## config.mk

```make
export PLATFORM = sky130hd
export DESIGN_NAME = mem_access_stage
export DESIGN_NICKNAME = d
export VERILOG_FILES = /design/src/rtl/mem_access_stage.sv
export SDC_FILE = /design/constraint.sdc
export NUM_CORES = 1
export LEC_CHECK = 0
export BUFFER_PORTS_ARGS = -buffer_cell sky130_fd_sc_hd__buf_2
export CAP_MARGIN = 10
export CORE_AREA = 2 2 180 182
export DETAILED_ROUTE_END_ITERATION = 10
export DIE_AREA = 0 0 182 184
export GPL_ROUTABILITY_DRIVEN = 0
export PLACE_DENSITY_LB_ADDON = 0.15
export RECOVER_POWER = 50
export SKIP_CTS_REPAIR_TIMING = 1
export SYNTH_ARGS = -nofsm -noshare
export SYNTH_HDL_FRONTEND = slang
export SYNTH_SLANG_ARGS = --single-unit
```

## constraint.sdc

```tcl
create_clock -name clk -period 1.8 [get_ports clk]
set_clock_uncertainty 0.15 [all_clocks]
set_input_delay 0.18 -clock clk [delete_from_list [all_inputs] [get_ports clk]]
set_output_delay 0.18 -clock clk [all_outputs]
set_load 0.03 [all_outputs]
```

## src/rtl/mem_access_stage.sv

```systemverilog
// mem_access_stage: memory-access (M) stage of the 5-stage pipeline.
//
// Takes the M-stage control/data from the EX/MEM register, drives a variable-latency data memory
// through a req/ack handshake, stalls the upstream pipeline while an access is outstanding, and
// holds the MEM/WB boundary register that feeds the register-file write port.
//
// Optional feature: define MEM_TIMEOUT_EN to build a watchdog that force-completes an access
// (as a bubble) after TIMEOUT_CYCLES BUSY cycles without ack and sets the sticky mem_err flag.
// Without the macro no counter is built, BUSY waits indefinitely and mem_err is tied to 0.
//
// Ports:
//   clk, reset                      clock, synchronous active-high reset
//   RegWriteM, MemToRegM, MemWriteM M-stage control bits
//   ALUOutM, DbM, RdM               address/result, store data, destination register
//   mem_req, mem_we                 memory request valid, 1 = store / 0 = load
//   mem_addr, mem_wdata             memory address (ALUOutM), store data (DbM)
//   mem_ack, mem_rdata              access complete, load data (valid with ack)
//   StallM                          hold EX/MEM and all earlier stages
//   RegWriteW, MemToRegW            W-stage control bits (registered)
//   ReadDataW, ALUOutW, RdW         W-stage data (registered)
//   mem_err                         sticky watchdog flag

module mem_access_stage #(
    parameter int unsigned TIMEOUT_CYCLES = 16
) (
    input  logic        clk,
    input  logic        reset,

    input  logic        RegWriteM,
    input  logic        MemToRegM,
    input  logic        MemWriteM,
    input  logic [63:0] ALUOutM,
    input  logic [63:0] DbM,
    input  logic [4:0]  RdM,

    output logic        mem_req,
    output logic        mem_we,
    output logic [63:0] mem_addr,
    output logic [63:0] mem_wdata,
    input  logic        mem_ack,
    input  logic [63:0] mem_rdata,

    output logic        StallM,

    output logic        RegWriteW,
    output logic        MemToRegW,
    output logic [63:0] ReadDataW,
    output logic [63:0] ALUOutW,
    output logic [4:0]  RdW,

    output logic        mem_err
);

    typedef enum logic {
        StIdle,
        StBusy
    } state_e;

    state_e state_q;

    logic mem_op;
    logic busy;
    logic timeout_fire;

    assign mem_op = MemToRegM | MemWriteM;
    assign busy   = (state_q == StBusy);

`ifdef MEM_TIMEOUT_EN
    // Counter holds the number of ack-less BUSY cycles already completed; it only needs to reach
    // TIMEOUT_CYCLES-1 because the firing cycle itself is the last one counted.
    localparam int unsigned CntW = (TIMEOUT_CYCLES > 1) ? $clog2(TIMEOUT_CYCLES) : 1;

    logic [CntW-1:0] cnt_q;
    logic            err_q;

    assign timeout_fire = busy & ~mem_ack & (cnt_q == CntW'(TIMEOUT_CYCLES - 1));
    assign mem_err      = err_q;

    always_ff @(posedge clk) begin
        if (reset) begin
            cnt_q <= '0;
            err_q <= 1'b0;
        end else begin
            // Cleared while IDLE so every BUSY episode starts counting from zero.
            if (!busy || mem_ack || timeout_fire) begin
                cnt_q <= '0;
            end else begin
                cnt_q <= cnt_q + 1'b1;
            end
            if (timeout_fire) begin
                err_q <= 1'b1;
            end
        end
    end
`else
    logic unused_timeout_cfg;

    assign unused_timeout_cfg = ^TIMEOUT_CYCLES;
    assign timeout_fire       = 1'b0;
    assign mem_err            = 1'b0;
`endif

    // Memory port and stall are purely combinational from state and M inputs; mem_ack only feeds
    // StallM, never mem_req.
    always_comb begin
        mem_req   = busy;
        mem_we    = busy & MemWriteM;
        mem_addr  = ALUOutM;
        mem_wdata = DbM;
        if (busy) begin
            StallM = ~(mem_ack | timeout_fire);
        end else begin
            StallM = mem_op;
        end
    end

    // FSM plus MEM/WB register. Every path not explicitly capturing an op writes a bubble.
    always_ff @(posedge clk) begin
        if (reset) begin
            state_q   <= StIdle;
            RegWriteW <= 1'b0;
            MemToRegW <= 1'b0;
            ReadDataW <= '0;
            ALUOutW   <= '0;
            RdW       <= '0;
        end else begin
            RegWriteW <= 1'b0;
            MemToRegW <= 1'b0;
            ReadDataW <= '0;
            ALUOutW   <= '0;
            RdW       <= '0;
            case (state_q)
                StIdle: begin
                    if (mem_op) begin
                        state_q <= StBusy;
                    end else begin
                        RegWriteW <= RegWriteM;
                        ALUOutW   <= ALUOutM;
                        RdW       <= RdM;
                    end
                end
                StBusy: begin
                    if (mem_ack) begin
                        state_q   <= StIdle;
                        RegWriteW <= RegWriteM;
                        MemToRegW <= MemToRegM;
                        ReadDataW <= MemWriteM ? 64'd0 : mem_rdata;
                        ALUOutW   <= ALUOutM;
                        RdW       <= RdM;
                    end else if (timeout_fire) begin
                        state_q <= StIdle;
                    end
                end
                default: begin
                    state_q <= StIdle;
                end
            endcase
        end
    end

endmodule

```

### Yosys cells after proc, flatten, opt, wreduce, memory -nomap -nowiden

Index checks and enable logic that the tools add are counted.

* register bits: 136
* input bits: 203
* logic and storage cells: 25
* output and inout port bits: 267

* reductions and logical operators: 2
* mux-type cells: 13
* bitwise logic cells: 4

Operators with widths (count)
* $mux 64: 2
* $pmux 64 s2: 1
* $mux 5: 2
* $pmux 5 s2: 1
* $mux 1: 5
* $pmux 1 s2: 2
* $reduce_or 4->1: 1
* $reduce_or 3->1: 1
* $not 1->1: 2
* $and 1x1->1: 1
* $or 1x1->1: 1

### Logic depth before layout (Yosys ltp)

Gate-level depths: netlist of run 1.

* depth after elaboration: 3
* depth in mapped cells: 5
* mapped depth without buffers: 2

### Worst setup path before layout of run 1

No wires, ideal clock.

* path type: reg-to-output
* from: register state_q, in the netlist mem_req
* to: output StallM
* cell stages (with the launch flop): 4
* required time: 1.470 ns
* slack: 0.269 ns
* path buffers: 1
* arrival: 1.201 ns
* cells stage by stage: dfxtp_1 -> or3_1 -> buf_6 -> and2_2

* word-level cells in the longest chain between the ends: 1

RTL lines
* start, declared: RTL line 59 `state_e state_q;`
* start signal, assigned: RTL line 120 `state_q <= StIdle;`
* start signal, assigned: RTL line 135 `state_q <= StBusy;`
* start signal, assigned: RTL line 144 `state_q <= StIdle;`
* $mux 1: RTL line 110 `if (busy) begin`
* end, declared: RTL line 43 `output logic StallM,`

Every way passes these cells.

### Worst setup path in the final report of run 1

Same ends and word-level chain as after synthesis.

==> impl.org, run 1 <==
** Status
- Run status :: finished clean

** Placed design
- Once detailed placement completed, the half-perimeter wirelength came to 14500 µm.
- Placed cell area :: 0.00658 mm²
- The number of placed instances, taps included, is 1098.
- In this run the tool buffered the top-level ports with 340 buffer cells.
- Pre-CTS setup slack :: 237 ps

** Floorplanning
- Die Outline Area :: 0.0335 mm²
- Number of ports placed on the die boundary :: 470
- Number of standard-cell rows in the floorplan :: 65
- After floorplanning, the core was sized to cover 0.0314 mm².
- Height of the die :: 184 µm
- Initial standard-cell utilization of the core :: 17.6%
- In this run the horizontal extent of the chip is 182 µm.

** STA
- At the pin with the least slew margin, the transition time is 763 ps.
- Final setup slack of the worst path :: 61.3 ps
- Unrepaired setup endpoints after global routing :: false
- Setup violations remaining at the end of the flow were counted as 0.
- F_max :: 0.575 GHz
- The number of max-slew violations in the final report was 0.
- Headroom to the max-slew limit came out at 49.1%.
- After layout, the minimum clock period comes to 1740 ps.
- Dividing the final minimum period by the clock period gives 96.6%.
- Final worst hold slack :: 41.2 ps
- The number of failing hold endpoints at the final stage is 0.

** Layout
- Fraction of final layout cells sized beyond drive strength 1 :: 36.8%
- Summing all non-filler instances in the final layout gives an area of 0.00838 mm².
- The filler cells instantiated in the layout total 3404.
- The finished layout holds 1266 standard cells, fillers aside.
- Cells fill 26.7% of the core in the end.
- Layout Area Growth over Synthesis :: 51.9%
- The number of antenna diodes in the final layout is 0.
- Leaving out fill and tap cells, the most frequent cell in the layout is sky130_fd_sc_hd__buf_2.
- Highest-count cells in the layout ignoring fill and taps :: sky130_fd_sc_hd__buf_2 (203), sky130_fd_sc_hd__clkbuf_1 (138), sky130_fd_sc_hd__dfxtp_1 (136), sky130_fd_sc_hd__dlygate4sd3_1 (136)
- Total Nets Final :: 1054

** Pwr
- For this design the static power due to leakage is 3.46 nW.
- Internal cell power :: 5.80 mW
- Power density cells :: 955 mW/mm²
- Net switching is 27.5% of the power.
- The clock network accounts for 45.8% of the total power.
- Flop pwr share :: 39.0%
- Summed over all nets, the switching power comes to 2.20 mW.
- In this run, the combinational gates consume 15.2% of the power.
- Worst vdd ir :: 0.580 mV

** Synth
- Of the synthesized area, sequential elements account for 49.4%.
- The number of nets handed over by synthesis was 710.
- Synth Cell Area :: 0.00551 mm²
- In the synthesized netlist, the number of instances is 507.
- During synthesis, Yosys emitted a total of 0 warnings.
- Post-synthesis sequential element count :: 136
- After synthesis, the mean cell area works out to 10.9 µm².
- Count of cell types in the netlist :: 16

** Route
- The first detailed-routing pass ran for 4 iterations.
- Using the TritonRoute via totals, the vias-per-cell ratio works out to 3.49.
- Top layer in use :: met4
- WL met2 :: 10400 µm
- DR iter-0 viols :: 98
- Routed length on met1 :: 7490 µm
- Wire segments on met3 add up to 2210 µm in the final route.
- DRC violation count after routing :: 0
- Post-route ant nets :: 0
- Total length of routed wires :: 20400 µm
- For this block, the via count after detailed routing is 4415.
- Dividing the detail-routed wire length by the instance count gives 16.1 µm.

** Clock network
- Clock net sink count :: 136
- The clock tree synthesis step divided the H-tree into 4 levels.
- Clock buffers created by TritonCTS :: 17
- Clk slew on worst S/H paths :: 60 ps
- TritonCTS built the clock tree.
- The longest clock path from root to sink contains 2 buffers.
- The tree is rooted in a sky130_fd_sc_hd__clkbuf_16.
- The clock reaches the later pin of the worst-skew pair after 410 ps.

** Worst setup path
- WP data required :: 1470 ps
- The most critical setup path has its startpoint at mem_req.
- The worst register-to-register path begins at mem_req.
- On the critical path the largest part of the delay comes from simple AND/OR/NAND/NOR gates.
- Number of buffer and inverter instances along the worst setup path :: 1
- In this run the worst path has a maximum fanout of 4.
- Data on the critical path arrives at its endpoint at 1410 ps.
- Traced cell by cell, the critical path runs through or3_4 -> and2_2 -> buf_6.
- Crit path capture type :: output port
- The largest individual stage delay along the critical path comes from the cell sky130_fd_sc_hd__or3_4.
- Startpoint type of the worst setup path :: flop
- Longest individual stage delay on the worst path :: 340 ps
- Crit path kind :: reg -> out

** Run
- Max-capacitance violation count :: 0

** Global route
- Total global-route track usage :: 10.9%
- The first global-routing pass estimated 26600 µm of wire.
- The total overflow left after global routing is 0.
- Entering global routing, the biggest net connects 65 pins.
- The via count of the first global-routing pass was 3953.
- Initial antenna violation count :: 0

** Worst hold path
- The startpoint identified for the worst hold timing path is MemToRegM.
- The path class of the tightest hold or removal check is in -> reg.
==> cell type report <==
cell class / count / area (µm²) / share of cell area (%)
repair buffers: 484 / 3010 / 35.9
flip-flops and latches: 136 / 2720 / 32.5
multi-input cells: 212 / 1540 / 18.4
well taps: 402 / 503 / 6.01
clock buffers: 19 / 433 / 5.17
clock inverters: 13 / 170 / 2.03
==> state kept, by name, indices dropped and copies added, names as in the netlist <==
signal and cells:
ALUOutW 64, MemToRegW 1, RdW 5, ReadDataW 64, RegWriteW 1, mem_req 1
==> power groups by stage <==
| stage | registers, mW | logic [mW] | clock network [mW] |
|---|---|---|---|
| after global placement | 3.18 | 1.03 | 0 |
| after global routing | 3.13 | 1.30 | 3.94 |
| after floorplan | 3.36 | 0.823 | 0 |
| after detailed placement | 3.18 | 1.02 | 0 |
| after CTS | 3.12 | 1.02 | 3.82 |
| final | 3.12 | 1.22 | 3.66 |
==> metrics by stage <==
| step | power [mW] | setup TNS, ps |
|---|---|---|
| finish | 8.00 | 0 |
| global route | 8.36 | 0 |
| CTS | 7.96 | -9.72 |
| floorplan | 4.19 | 0 |
| detailed placement | 4.20 | 0 |
| global placement | 4.21 | 0 |
==> cells in the mapped netlist, drive strengths merged <==
cell type / count / share of area (%)
nand2b: 70 / 7.9
dfxtp: 136 / 49
conb: 1 / 0.068
or3: 1 / 0.11
nand2: 1 / 0.068
clkbuf: 7 / 0.48
and4b: 1 / 0.18
buf: 152 / 22
and3b: 1 / 0.18
a21oi: 70 / 11
nor4bb: 1 / 0.45
and2: 66 / 7.5
==> metal layers <==
metal	vias up	GRT usage [%]
met3	12	5.67
met2	303	19.7
li1	2145	-
met5	-	0
met1	1955	10.7
met4	0	4.10
==> worst reg2reg max path, stage by stage, from the launching register on <==
cell and delay (ps):
sky130_fd_sc_hd__dfxtp_1 320, sky130_fd_sc_hd__buf_4 150, sky130_fd_sc_hd__nor4bb_4 370, sky130_fd_sc_hd__buf_12 280, sky130_fd_sc_hd__and2_1 210
==> path summary, 6_finish.rpt <==
check | to | slack [ps] | cells past startpoint
worst max-delay path | StallM | 60 | 3
worst min-delay path | mem_req | 40 | 3
worst max register to register | ReadDataW[50] | 260 | 4
worst min register to register | mem_req | 500 | 2
==> kinds of logic (layout without fill, tap and decap cells) <==
logic type             Yosys count  count (layout)  synth area share, %
buffers and inverters          159             516                 22.9
AND/OR/NAND/NOR                141             141                 16.5
flip-flops                     136             136                 49.4
AO/OA/AOI/OAI                   70              70                 11.1
other                            1               1               0.0680
Power figures use the tool's default switching activity.
==> inputs of run 2 (changes only) <==
CELL_PAD_IN_SITES_DETAIL_PLACEMENT = 1   (was unset)
CELL_PAD_IN_SITES_GLOBAL_PLACEMENT = 1   (was unset)
CORE_AREA = 2 2 183 185   (was 2 2 180 182)
DIE_AREA = 0 0 185 187   (was 0 0 182 184)
clock period = 2.23 ns   (was 1.8 ns; I/O delays follow)
==> impl.org, run 2 (same netlist as run 1, synthesis figures left out) <==
** Status
- Run status :: finished clean (unchanged)

** Global route
- Overflow left after global routing :: 0 (unchanged)
- Vias in the first global route :: 4039 (was 3953)
- The maximum number of pins on one net before global-route repair was 65 (unchanged).
- Initial antenna violation count :: 0 (unchanged)
- Total global-route track usage :: 10.5% (was 10.9%)
- The first-pass GRT wire length came to 26100 µm (was 26600 µm).

** Floorplanning
- The area enclosed by the die boundary came to 0.0346 mm² (was 0.0335 mm²).
- The boundary pin count came to 470 (unchanged).
- Initial standard-cell utilization of the core :: 16.8% (was 17.6%)
- Number of standard-cell rows in the floorplan :: 67 (was 65)
- The core region area is 0.0329 mm² (was 0.0314 mm²).
- The die boundary width came to 185 µm (was 182 µm).
- Height of the die :: 187 µm (was 184 µm)

** STA
- Setup-violating endpoint count in the final report :: 0 (unchanged)
- The slew at the pin closest to its max-slew limit was 597 ps (was 763 ps).
- The relative slew slack is 60.2% (was 49.1%).
- The number of failing hold endpoints at the final stage was 0 (unchanged).
- Max-slew violation count :: 0 (unchanged)
- Min cycle time layout :: 2090 ps
- The final critical path takes up 93.8% of the cycle.
- Unrepaired setup endpoints after global routing :: false (unchanged)
- The worst setup margin came to 138 ps (was 61.3 ps).
- Post-route setup TNS :: 0 ps (unchanged)
- Static timing analysis puts the maximum clock frequency at 0.478 GHz.

** Layout
- Layout Area Growth over Synthesis :: 53.4% (was 51.9%)
- The proportion of layout cells with a drive suffix above 1 is 36.8% (about the same).
- The post-route core utilization came to 25.7% (was 26.7%).
- The antenna diode count came to 0 (unchanged).
- Most common library cell in the layout ignoring fill and taps :: sky130_fd_sc_hd__buf_2 (unchanged)
- Largest registers: ALUOutW: 64 flops, ReadDataW: 64 flops, RdW: 5 flops (unchanged).
- Highest-count cells in the layout ignoring fill and taps: sky130_fd_sc_hd__buf_2 (203), sky130_fd_sc_hd__clkbuf_1 (139), sky130_fd_sc_hd__dfxtp_1 (136), sky130_fd_sc_hd__dlygate4sd3_1 (136) (was sky130_fd_sc_hd__buf_2 (203), sky130_fd_sc_hd__clkbuf_1 (138), sky130_fd_sc_hd__dfxtp_1 (136), sky130_fd_sc_hd__dlygate4sd3_1 (136)).
- Non-filler instance count after layout :: 1313 (was 1266)
- Total Nets Final :: 1055 (was 1054)

** Pwr
- Internal cell power :: 4.87 mW (was 5.80 mW)
- The total leakage power was 3.48 nW (was 3.46 nW).
- Flop pwr share :: 38.2% (was 39.0%)
- The power density of the placed cells came to 779 mW/mm² (was 955 mW/mm²).
- The net switching component of the power came to 1.72 mW (was 2.20 mW).
- Share of total power consumed by net switching :: 26.1% (was 27.5%)
- The logic gate share of total power is 14.9% (was 15.2%).
- The maximum VDD drop is 0.512 mV (was 0.580 mV).
- Share of total power in the clock network :: 46.9% (was 45.8%)

** Clock network
- Root buffer selected by CTS :: sky130_fd_sc_hd__clkbuf_16 (unchanged)
- The number of H-tree branching levels was 4 (unchanged).
- Clock net sink count :: 136 (unchanged)
- TritonCTS clock tree :: built (unchanged)
- The latest clock arrival within the worst-skew pair is 430 ps (was 410 ps).
- Clk slew on worst S/H paths :: 60 ps (about the same)
- Clock buffers created by TritonCTS :: 17 (unchanged)
- The number of buffers between clock root and the deepest sink came to 2 (unchanged).

** Worst setup path
- Crit path capture type :: output port (unchanged)
- Longest individual stage delay on the worst path :: 490 ps (was 340 ps)
- WP data required :: 1860 ps (was 1470 ps)
- The category of the worst setup path launch point is a flop (unchanged).
- The number of buffer and inverter instances along the worst setup path was 1 (unchanged).
- The critical path class is reg -> out (unchanged).
- The family of cells with the greatest summed delay on the critical path is simple AND/OR/NAND/NOR gates (unchanged).
- The arrival time of data at the critical path endpoint is 1720 ps (was 1410 ps).
- Peak fanout along the critical path :: 13 (was 4)
- Ordered cell list for the critical path: or3_4 -> and2_2 -> buf_2 (was or3_4 -> and2_2 -> buf_6).
- The standard cell with the maximum stage delay on the critical path is sky130_fd_sc_hd__or3_4 (unchanged).

** Placed design
- Pre-CTS setup slack :: 530 ps (was 237 ps)
- The number of I/O port buffers came to 340 (unchanged).
- Number of cells in the design after placement :: 1145 (was 1098)
- HPWL after DPL :: 14300 µm (was 14500 µm)

** Route
- The number of detailed-route iterations in the first pass came to 3 (was 4).
- DRC violation count after routing :: 0 (unchanged)
- Overall via count from detail_route :: 4483 (was 4415)
- Total length of routed wires :: 20200 µm (was 20400 µm)
- The average wire per standard cell is 15.4 µm (was 16.1 µm).
- The post-detailed-route via-to-cell ratio came to 3.41 (was 3.49).
- The number of DRC markers in iteration 0 was 74 (was 98).
- The count of nets left with antenna violations after detail routing is 0 (unchanged).

** Run
- The max-cap check violation count came to 0 (unchanged).

** Worst hold path
- The class of the most critical hold timing path was in -> reg (unchanged).
run 2: cell count changes in the layout (fill, tap and decap cells not counted), sizes merged:
cell      previous run  this run
clkinvlp             3         2
clkinv               5         3
clkbuf             155       159
inv                  2         1
bufinv               3         4
run 2: worst paths after layout:
path / start / depth (start not counted) / endpoint / slack [ps]
worst max-delay path: mem_req / 3 / StallM / 140
worst min-delay path: MemToRegM / 3 / ALUOutW[63] / 170
worst max register to register: mem_req / 3 / mem_req / 610
worst min register to register: mem_req / 3 / ALUOutW[11] / 750
run 2: power groups by stage:
stage	logic [mW]	clock network, mW	registers (mW)
floorplan	0.664	0	2.72
global placement	0.832	0	2.57
detailed placement	0.827	0	2.57
CTS	0.830	3.24	2.52
global route	1.05	3.32	2.53
finish	0.980	3.09	2.52
run 2: layout make-up:
| class | instances | area (µm²) |
|---|---|---|
| multi-input cells | 212 | 1540 |
| flip-flops and latches | 136 | 2720 |
| clock buffers | 22 | 474 |
| repair buffers | 485 | 3000 |
| well taps | 448 | 561 |
| fillers | 3887 | 24400 |
| clock inverters | 10 | 166 |
run 2: layer usage:
layer,GRT usage [%],wire [µm]
met1,10.6,7520
met2,18.3,10300
met3,4.96,2050
met4,4.64,415
met5,0,0
run 2: worst reg2reg max path, stage by stage (launching register included):
cell	delay (ps)
sky130_fd_sc_hd__dfxtp_1	360
sky130_fd_sc_hd__or3_4	490
sky130_fd_sc_hd__buf_12	270
sky130_fd_sc_hd__and3b_2	250
run 2: stage by stage:
step	hold WS (ps)	power, mW	instance area [µm²]
after floorplan	195	3.38	5510
after global placement	274	3.40	6630
after detailed placement	277	3.40	6630
after CTS	-199	6.59	7270
after global routing	184	6.90	8460
final	165	6.59	8460
